`src/rtl/carry_lookahead_32bit_if.sv`:
```
// Operand/result bundle for the 32-bit lookahead adder.
// The master drives the operands. The slave (the adder) returns the registered sum.
interface carry_lookahead_32bit_if;
    logic [31:0] A;
    logic [31:0] B;
    logic        Cin;
    logic [31:0] Sum;
    logic        Cout;

    modport master (output A, output B, output Cin, input Sum, input Cout);
    modport slave  (input A, input B, input Cin, output Sum, output Cout);
endinterface

```
`src/rtl/carry_lookahead_32bit.sv`:
```
// Two-level carry-lookahead 32-bit adder with a registered Sum/Cout stage.
// Level 1 uses eight 4-bit blocks. Level 2 uses two 4-group units. A top combine produces the unit carries and Cout.
module carry_lookahead_32bit (
    input  logic                    clk,
    input  logic                    rst_n,
    carry_lookahead_32bit_if.slave  bus
);
    logic [31:0] g;
    logic [31:0] p;
    logic [31:0] c;
    logic [7:0]  gg;
    logic [7:0]  gp;
    logic [7:0]  bc;
    logic [1:0]  sg;
    logic [1:0]  sp;
    logic [2:0]  uc;

    logic [31:0] sum_d;
    logic [31:0] sum_q;
    logic        cout_d;
    logic        cout_q;

    assign g = bus.A & bus.B;
    assign p = bus.A ^ bus.B;

    // Level 1: each 4-bit block expands its carries from the block carry-in bc.
    genvar gi;
    generate
        for (gi = 0; gi < 8; gi++) begin : g_blk
            localparam int B0 = 4 * gi;
            assign c[B0]   = bc[gi];
            assign c[B0+1] = g[B0] | (p[B0] & bc[gi]);
            assign c[B0+2] = g[B0+1] | (p[B0+1] & g[B0])
                           | (p[B0+1] & p[B0] & bc[gi]);
            assign c[B0+3] = g[B0+2] | (p[B0+2] & g[B0+1])
                           | (p[B0+2] & p[B0+1] & g[B0])
                           | (p[B0+2] & p[B0+1] & p[B0] & bc[gi]);
            assign gg[gi]  = g[B0+3] | (p[B0+3] & g[B0+2])
                           | (p[B0+3] & p[B0+2] & g[B0+1])
                           | (p[B0+3] & p[B0+2] & p[B0+1] & g[B0]);
            assign gp[gi]  = &p[B0+3:B0];
        end

        // Level 2: each unit produces the carry-ins for its four blocks from GG/GP.
        for (gi = 0; gi < 2; gi++) begin : g_unit
            localparam int U0 = 4 * gi;
            assign bc[U0]   = uc[gi];
            assign bc[U0+1] = gg[U0] | (gp[U0] & uc[gi]);
            assign bc[U0+2] = gg[U0+1] | (gp[U0+1] & gg[U0])
                            | (gp[U0+1] & gp[U0] & uc[gi]);
            assign bc[U0+3] = gg[U0+2] | (gp[U0+2] & gg[U0+1])
                            | (gp[U0+2] & gp[U0+1] & gg[U0])
                            | (gp[U0+2] & gp[U0+1] & gp[U0] & uc[gi]);
            assign sg[gi]   = gg[U0+3] | (gp[U0+3] & gg[U0+2])
                            | (gp[U0+3] & gp[U0+2] & gg[U0+1])
                            | (gp[U0+3] & gp[U0+2] & gp[U0+1] & gg[U0]);
            assign sp[gi]   = &gp[U0+3:U0];
        end
    endgenerate

    assign uc[0] = bus.Cin;
    assign uc[1] = sg[0] | (sp[0] & bus.Cin);
    assign uc[2] = sg[1] | (sp[1] & sg[0]) | (sp[1] & sp[0] & bus.Cin);

    assign sum_d  = p ^ c;
    assign cout_d = uc[2];

    always_ff @(posedge clk or negedge rst_n) begin
        if (!rst_n) begin
            sum_q  <= 32'h0000_0000;
            cout_q <= 1'b0;
        end else begin
            sum_q  <= sum_d;
            cout_q <= cout_d;
        end
    end

    assign bus.Sum  = sum_q;
    assign bus.Cout = cout_q;
endmodule

```
`src/flat_wrapper.sv`:
```
// flat-port wrapper written by rule: the top's interface ports become plain ports
module carry_lookahead_32bit_flat 
  (clk, rst_n, bus_A, bus_B, bus_Cin, bus_Sum, bus_Cout);
  carry_lookahead_32bit_if bus_i ();
  input  logic clk;
  input  logic rst_n;
  input wire logic [$bits(bus_i.A)-1:0] bus_A;
  input wire logic [$bits(bus_i.B)-1:0] bus_B;
  input wire logic [$bits(bus_i.Cin)-1:0] bus_Cin;
  output wire logic [$bits(bus_i.Sum)-1:0] bus_Sum;
  output wire logic [$bits(bus_i.Cout)-1:0] bus_Cout;
  assign bus_i.A = bus_A;
  assign bus_i.B = bus_B;
  assign bus_i.Cin = bus_Cin;
  assign bus_Sum = bus_i.Sum;
  assign bus_Cout = bus_i.Cout;
  carry_lookahead_32bit u_core (.clk(clk), .rst_n(rst_n), .bus(bus_i));
endmodule
```
`config.mk`:
```
export PLATFORM = sky130hd
export DESIGN_NAME = carry_lookahead_32bit_flat
export DESIGN_NICKNAME = d
export VERILOG_FILES = /design/src/rtl/carry_lookahead_32bit_if.sv /design/src/rtl/carry_lookahead_32bit.sv /design/src/flat_wrapper.sv
export SDC_FILE = /design/constraint.sdc
export NUM_CORES = 1
export LEC_CHECK = 0
export ABC_AREA = 1
export CORE_MARGIN = 1.5
export CORE_UTILIZATION = 44
export CTS_CLUSTER_DIAMETER = 100
export DETAILED_ROUTE_END_ITERATION = 12
export GPL_ROUTABILITY_DRIVEN = 0
export PLACE_DENSITY = 0.9
export SLEW_MARGIN = 20
export SYNTH_ARGS = -nofsm -noshare
export SYNTH_HDL_FRONTEND = slang
export SYNTH_SLANG_ARGS = --single-unit
```
`constraint.sdc`:
```
create_clock -name clk -period 0.8 [get_ports clk]
set_input_delay 0.12 -clock clk [delete_from_list [all_inputs] [get_ports clk]]
set_output_delay 0.12 -clock clk [all_outputs]
set_load 0.01 [all_outputs]
```
==> flow_metrics.tcl, run 1 <==
set metrics [dict create \
    result_of_the_run "finished with violations" \
    violations "setup timing" \
    netSwitchingFraction_pct 37.2 \
    fin_crit_sh_pct 200 \
    power_per_cell_area_mw_per_mm2 1480 \
    grt_util_all_layers_pct 31.7 \
    synth_edf_count 0 \
    rsz_0062_raised_after_global_routing "yes" \
    hold_depth 2 \
    grt_max_degree 34 \
    timing_worst_setup_path_type "in -> reg" \
    cp_data_arrival_time_ns 1.78 \
    ant_nets 0 \
    multi_input_combinational_cell_area_mm2 0.00222 \
    route.detailed.wl_per_inst_um 20.4 \
    post-synth-top-area-fraction_pct 33.8 \
    die_height_um 77.5 \
    vdd_ir_drop_max_uv 852 \
    syn_inst 271 \
    dieArea_mm2 0.00600 \
    cts.sinks 33 \
    count_of_input_and_output_buffers 99 \
    period_minus_slack_ns 1.60 \
    async_reset_ff_share_pct 100 \
    synthTopCellsByCount "58 x sky130_fd_sc_hd__nand2_1, 33 x sky130_fd_sc_hd__dfrtp_1, 33 x sky130_fd_sc_hd__inv_1" \
    synthFlopType "sky130_fd_sc_hd__dfrtp_1" \
    cpLargestDelayFamily "simple AND/OR/NAND/NOR gates" \
    power_leakage_nw 2.41 \
    share_clk_of_total_power_pct 18.0 \
    grt_antenna_before_repair 0 \
    comb_power_share_pct 51.7 \
    critPathMostFrequentCell "sky130_fd_sc_hd__nand2_4" \
    clk_root_buffer_cell "sky130_fd_sc_hd__clkbuf_8" \
    drcViolationCount 0 \
    yosysTopAreaCell "sky130_fd_sc_hd__dfrtp_1" \
    tritoncts.num_buffers 5 \
    design.final.nets 564 \
    final_setup_violation_count 64 \
    synth-warning-count 0 \
    n_fill_cell 211 \
    synth_nets 378 \
    net-switching-power_w 0.00261 \
    fmax_mhz 626 \
    synth_area_per_cell_um2 9.01 \
    worstMarginPinSlew_ns 0.268 \
    num_io_pins 100 \
    yosysUniqueCellTypes 29 \
    dr.first_iter.drc_count 131 \
    synth.ff_latch_count 33 \
    clk_pin_slew_ns 0.07 \
    dpl.hpwl_mm 5.54 \
    antenna-diode-count 0 \
    ys_seq_area_share_pct 33.8 \
    postLayoutSetupSlackWorst_ns -0.798 \
    end_kind "flop" \
    row_count 26 \
    die_width_um 77.5 \
    slew_viol_final 0 \
    finalHoldViolations 0 \
    clock_path_buffers 2 \
    timing.hold.ws_ns 0.173 \
    cell_internal_pwr_w 0.00440 \
    maxCapViolCount 0 \
    instances_no_fill 528 \
    share_seq_of_total_power_pct 30.3 \
    synth.most_common_cell "sky130_fd_sc_hd__nand2_1" \
    syn-cell-area_mm2 0.00244 \
    core_area_mm2 0.00524 \
    worst_path_largest_cell_delay_ns 0.34 \
    worstHoldStart "bus_A[16]" \
    number_of_global_route_vias_before_repair 3015 \
    synthTopCellsByArea "sky130_fd_sc_hd__dfrtp_1 34%, sky130_fd_sc_hd__ha_1 16%, sky130_fd_sc_hd__nand2_1 8.9%" \
    critical_path_peak_fanout 5 \
    synthToLayoutAreaGrowth_pct 94.3 \
    path_depth 12 \
    worst_hold_path_type "in -> reg" \
    gr_overflow_total 0 \
    drt_pre_antenna_iters 4 \
    ordered_list_of_cells_on_the_worst_path "buf_6 > ha_4 > nand3_2 > nand3_2 > nor2_4 > nand3_4 > nand2_4 > nand2_8 > nand2_4 > nand2_4 > fa_2 > xor2_1" \
    detailroute.via_count 2844 \
    drt-total-wl_mm 10.8 \
    initial_utilization_pct 46.6 \
    critPathBufInv 1 \
    critical-path-slowest-cell "sky130_fd_sc_hd__fa_2" \
    critical_path.startpoint_type "input port" \
    grt_first_pass_wirelength_mm 14.6 \
    startpoint "bus_A[7]" \
    post-place-cells 496 \
    h_tree_levels 2 \
    viasPerCell 5.39 \
    tritoncts "built" \
    required_arrival_time_at_the_worst_endpoint_ns 0.98 \
    slew_headroom_pct 82.1 \
    drive_above_1_share_pct 64.8 \
    layout.area.seq_um2 826 \
]
==> registers in the layout, indices dropped and copies added (netlist names) <==
signal / count
u_core.bus.Sum: 32
u_core.bus.Cout: 1
==> placed cells by master (no fill, tap or decap), types with 8 or more instances in the layout <==
master	instances
sky130_fd_sc_hd__dfrtp_1	33
sky130_fd_sc_hd__nand2_2	17
sky130_fd_sc_hd__nand3_2	9
sky130_fd_sc_hd__nor2_4	9
sky130_fd_sc_hd__inv_1	27
sky130_fd_sc_hd__buf_2	52
sky130_fd_sc_hd__clkdlybuf4s50_1	8
sky130_fd_sc_hd__clkdlybuf4s15_1	9
sky130_fd_sc_hd__buf_4	71
sky130_fd_sc_hd__nand2_4	23
sky130_fd_sc_hd__xor2_1	11
sky130_fd_sc_hd__nand3_1	8
sky130_fd_sc_hd__buf_6	26
sky130_fd_sc_hd__ha_4	25
sky130_fd_sc_hd__nand2_1	31
==> cell type report <==
| class | count | share of cell area [%] |
|---|---|---|
| Tap cell | 70 | 1.85 |
| Sequential cell | 33 | 17.4 |
| Timing Repair Buffer | 179 | 29.0 |
| Multi-Input combinational cell | 201 | 46.8 |
| Clock inverter | 2 | 0.211 |
| Clock buffer | 6 | 1.53 |
| Inverter | 37 | 3.24 |
==> worst paths after layout <==
kind / to / slack [ns]
max in group asynchronous: u_core.bus.Sum[27] / 0.30
min in group asynchronous: u_core.bus.Sum[13] / 0.31
max: u_core.bus.Sum[25] / -0.80
min: u_core.bus.Sum[16] / 0.17
==> per-layer routing <==
layer	track usage, %	wire length (µm)	up-vias
li1	-	-	1242
met3	5.29	488	55
met5	0	0	-
met1	31.4	3610	1399
met4	17.3	655	0
met2	61.8	6020	148
==> power by group through the flow <==
stage	Combinational, W	Clock, W	Sequential (W)
final	0.00362	0.00126	0.00212
after global routing	0.00381	0.00133	0.00214
after CTS	0.00312	0.00124	0.00211
after detailed placement	0.00299	0	0.00214
after global placement	0.00284	0	0.00213
after floorplan	0.00109	0	0.00232
==> logic make-up (layout without fill, tap and decap cells) <==
| group | Yosys count | after routing | synth area share (%) |
|---|---|---|---|
| XOR/XNOR | 16 | 16 | 5.74 |
| buffers and inverters | 37 | 224 | 5.69 |
| AO/OA/AOI/OAI | 25 | 25 | 6.05 |
| flip-flops | 33 | 33 | 33.8 |
| AND/OR/NAND/NOR | 120 | 120 | 25.7 |
| adder cells (fa/ha/maj) | 40 | 40 | 23.0 |
==> stage by stage <==
step / setup WS, ns / util [%] / setup TNS, ns / cell area [µm²] / total power, W
after global placement: -1.45 / 79.9 / -44.53 / 4180 / 0.00497
after detailed placement: -1.51 / 79.9 / -46.47 / 4180 / 0.00512
final: -0.798 / 90.6 / -23.95 / 4740 / 0.00701
after floorplan: -0.844 / - / -17.19 / 2680 / 0.00340
after global routing: -0.856 / 90.6 / -25.54 / 4740 / 0.00728
after CTS: -0.717 / 86.6 / -19.82 / 4530 / 0.00646
==> timing repair <==
item / in CTS / in global routing
setup buffers: 17 / 9
hold buffers: 1 / 0
hold endpoints to repair: 33 / 0
pin swaps: 89 / 60
setup endpoints to repair: 66 / 64
gates resized for setup: 414 / 63
Power figures use the tool's default switching activity.
==> run 2: changes to the inputs <==
--- a/config.mk
+++ b/config.mk
@@ -11,8 +11,9 @@
 export CTS_CLUSTER_DIAMETER = 100
 export DETAILED_ROUTE_END_ITERATION = 12
 export GPL_ROUTABILITY_DRIVEN = 0
-export PLACE_DENSITY = 0.9
+export PLACE_DENSITY_LB_ADDON = 0.15
 export SLEW_MARGIN = 20
 export SYNTH_ARGS = -nofsm -noshare
 export SYNTH_HDL_FRONTEND = slang
 export SYNTH_SLANG_ARGS = --single-unit
+export TNS_END_PERCENT = 50
==> run 2 against run 1 <==
The run still ends with setup timing left; global-route usage shrank 4.3 points; utilization shrank 0.24 points; sequential share of layout area about the same; cell area fell by 0.26%; power about the same; maximum frequency shrank 1.8%; clock-buffer cell count grew 1; setup slack worse by 0.030 ns; via count is 1.8% lower; critical path type unchanged; critical endpoint unchanged; largest power group unchanged; highest routed layer unchanged.
==> flow_metrics.tcl, run 2 (synthesis results as in run 1) <==
set metrics [dict create \
    grt_util_all_layers_pct 27.4 \
    worstMarginPinSlew_ns 0.278 \
    critical-path-slowest-cell "sky130_fd_sc_hd__fa_2" \
    power_after_layout_w 0.00702 \
    detailedPlace.worstSlack_ns -1.44 \
    drcViolationCount 0 \
    drt-total-wl_mm 9.80 \
    critical_path.startpoint_type "input port" \
    finalHoldViolations 0 \
    row_count 26 \
    clk_root_buffer_cell "sky130_fd_sc_hd__clkbuf_8" \
    finalCoreUtilization_pct 90.3 \
    power_leakage_nw 2.39 \
    die_height_um 77.5 \
    grt_first_pass_wirelength_mm 12.8 \
    maxCapViolCount 0 \
    initial_utilization_pct 46.6 \
    num_io_pins 100 \
    clk_pin_slew_ns 0.07 \
    hold_depth 3 \
    layout.cells.most_common "sky130_fd_sc_hd__buf_4" \
    clock_path_buffers 2 \
    grt_antenna_before_repair 0 \
    worst_hold_path_type "in -> reg" \
    gr_overflow_total 0 \
    drive_above_1_share_pct 64.9 \
    end_kind "flop" \
    violations "setup timing" \
    detailroute.via_count 2794 \
    final_setup_violation_count 64 \
    slew_headroom_pct 81.5 \
    core_area_mm2 0.00524 \
    grt_max_degree 34 \
    timing_worst_setup_path_type "in -> reg" \
    tritoncts.num_buffers 5 \
    vdd_ir_drop_max_uv 869 \
    die_width_um 77.5 \
    ordered_list_of_cells_on_the_worst_path "buf_2 > ha_4 > nand2_4 > inv_2 > nand2_1 > nand2_1 > nand3b_1 > inv_2 > nand2_8 > nand2_4 > nand2_4 > fa_2 > xor2_1" \
    number_of_global_route_vias_before_repair 2889 \
    period_minus_slack_ns 1.63 \
    required_arrival_time_at_the_worst_endpoint_ns 0.98 \
    layout.cell_area.non_filler_mm2 0.00473 \
    critical_path_peak_fanout 5 \
    h_tree_levels 2 \
    largest_register_ffs 32 \
    cpLargestDelayFamily "simple AND/OR/NAND/NOR gates" \
    cts.sinks 33 \
    design.final.nets 566 \
    postLayoutSetupSlackWorst_ns -0.828 \
    tritoncts "built" \
    critPathBufInv 3 \
    fmax_mhz 614 \
    slew_viol_final 0 \
    drt_pre_antenna_iters 4 \
    path_depth 13 \
    ant_nets 0 \
    dr.first_iter.drc_count 92 \
    result_of_the_run "finished with violations" \
    dieArea_mm2 0.00600 \
    fin_crit_sh_pct 203 \
    antenna-diode-count 0 \
    rsz_0062_raised_after_global_routing "yes" \
    dpl.hpwl_mm 5.33 \
    synthToLayoutAreaGrowth_pct 93.8 \
    worst_path_largest_cell_delay_ns 0.35 \
    area_after_dpl_mm2 0.00417 \
    viasPerCell 5.28 \
    power_per_cell_area_mw_per_mm2 1480 \
    critPathMostFrequentCell "sky130_fd_sc_hd__nand2_4" \
    count_of_input_and_output_buffers 99 \
    route.detailed.wl_per_inst_um 18.5 \
    cp_data_arrival_time_ns 1.80 \
    commonest_cells_after_routing_fill_and_taps_aside "69 x sky130_fd_sc_hd__buf_4, 50 x sky130_fd_sc_hd__buf_2, 33 x sky130_fd_sc_hd__dfrtp_1" \
]
==> run 2: final timing paths <==
path	from	endpoint	slack [ns]
worst max-delay path	bus_A[15]	u_core.bus.Sum[25]	-0.83
worst min-delay path	bus_A[7]	u_core.bus.Sum[7]	0.18
max in group asynchronous	rst_n	u_core.bus.Sum[5]	0.30
min in group asynchronous	rst_n	u_core.bus.Sum[11]	0.33
==> run 2: through the flow <==
step                instances  hold WS [ns]  setup TNS (ns)
global placement          496        0.0918          -42.01
CTS                       526         0.199          -21.58
detailed placement        496        0.0915          -44.31
floorplan                 271        -0.176          -17.32
finish                    529         0.185          -23.07
global route              529         0.177          -24.81
==> run 2: final cells by class <==
| type | count | area (µm²) |
|---|---|---|
| fill | 224 | 507 |
| multi-input combinational | 201 | 2180 |
| inverter | 37 | 144 |
| tap | 70 | 87.6 |
| timing repair buffer | 181 | 1400 |
| clock buffer | 7 | 86.3 |
| sequential | 33 | 826 |
==> run 2: timing repair <==
| action | in CTS | in global routing |
|---|---|---|
| hold endpoints to repair | 33 | 0 |
| pin swaps | 88 | 72 |
| hold buffers | 1 | 0 |
| gates resized for setup | 384 | 88 |
| endpoints found under the setup margin | 66 | 64 |
| buffers inserted | 25 | 10 |
==> run 2: routing by layer <==
layer / track usage [%] / part of all wire [%] / vias up / wire length, µm
li1: - / - / 1242 / -
met1: 26.1 / 33 / 1384 / 3240
met2: 56.2 / 58 / 130 / 5690
met3: 5.18 / 4.1 / 38 / 398
met4: 10.5 / 4.7 / 0 / 459
met5: 0 / 0 / - / 0
==> run 2: power breakdown <==
part	switching, W	leakage, nW	internal, W
combinational	0.00175	1.96	0.00183
sequential	0.000128	0.386	0.00201
clock	0.000618	0.0443	0.000683
total	0.00250	2.39	0.00452
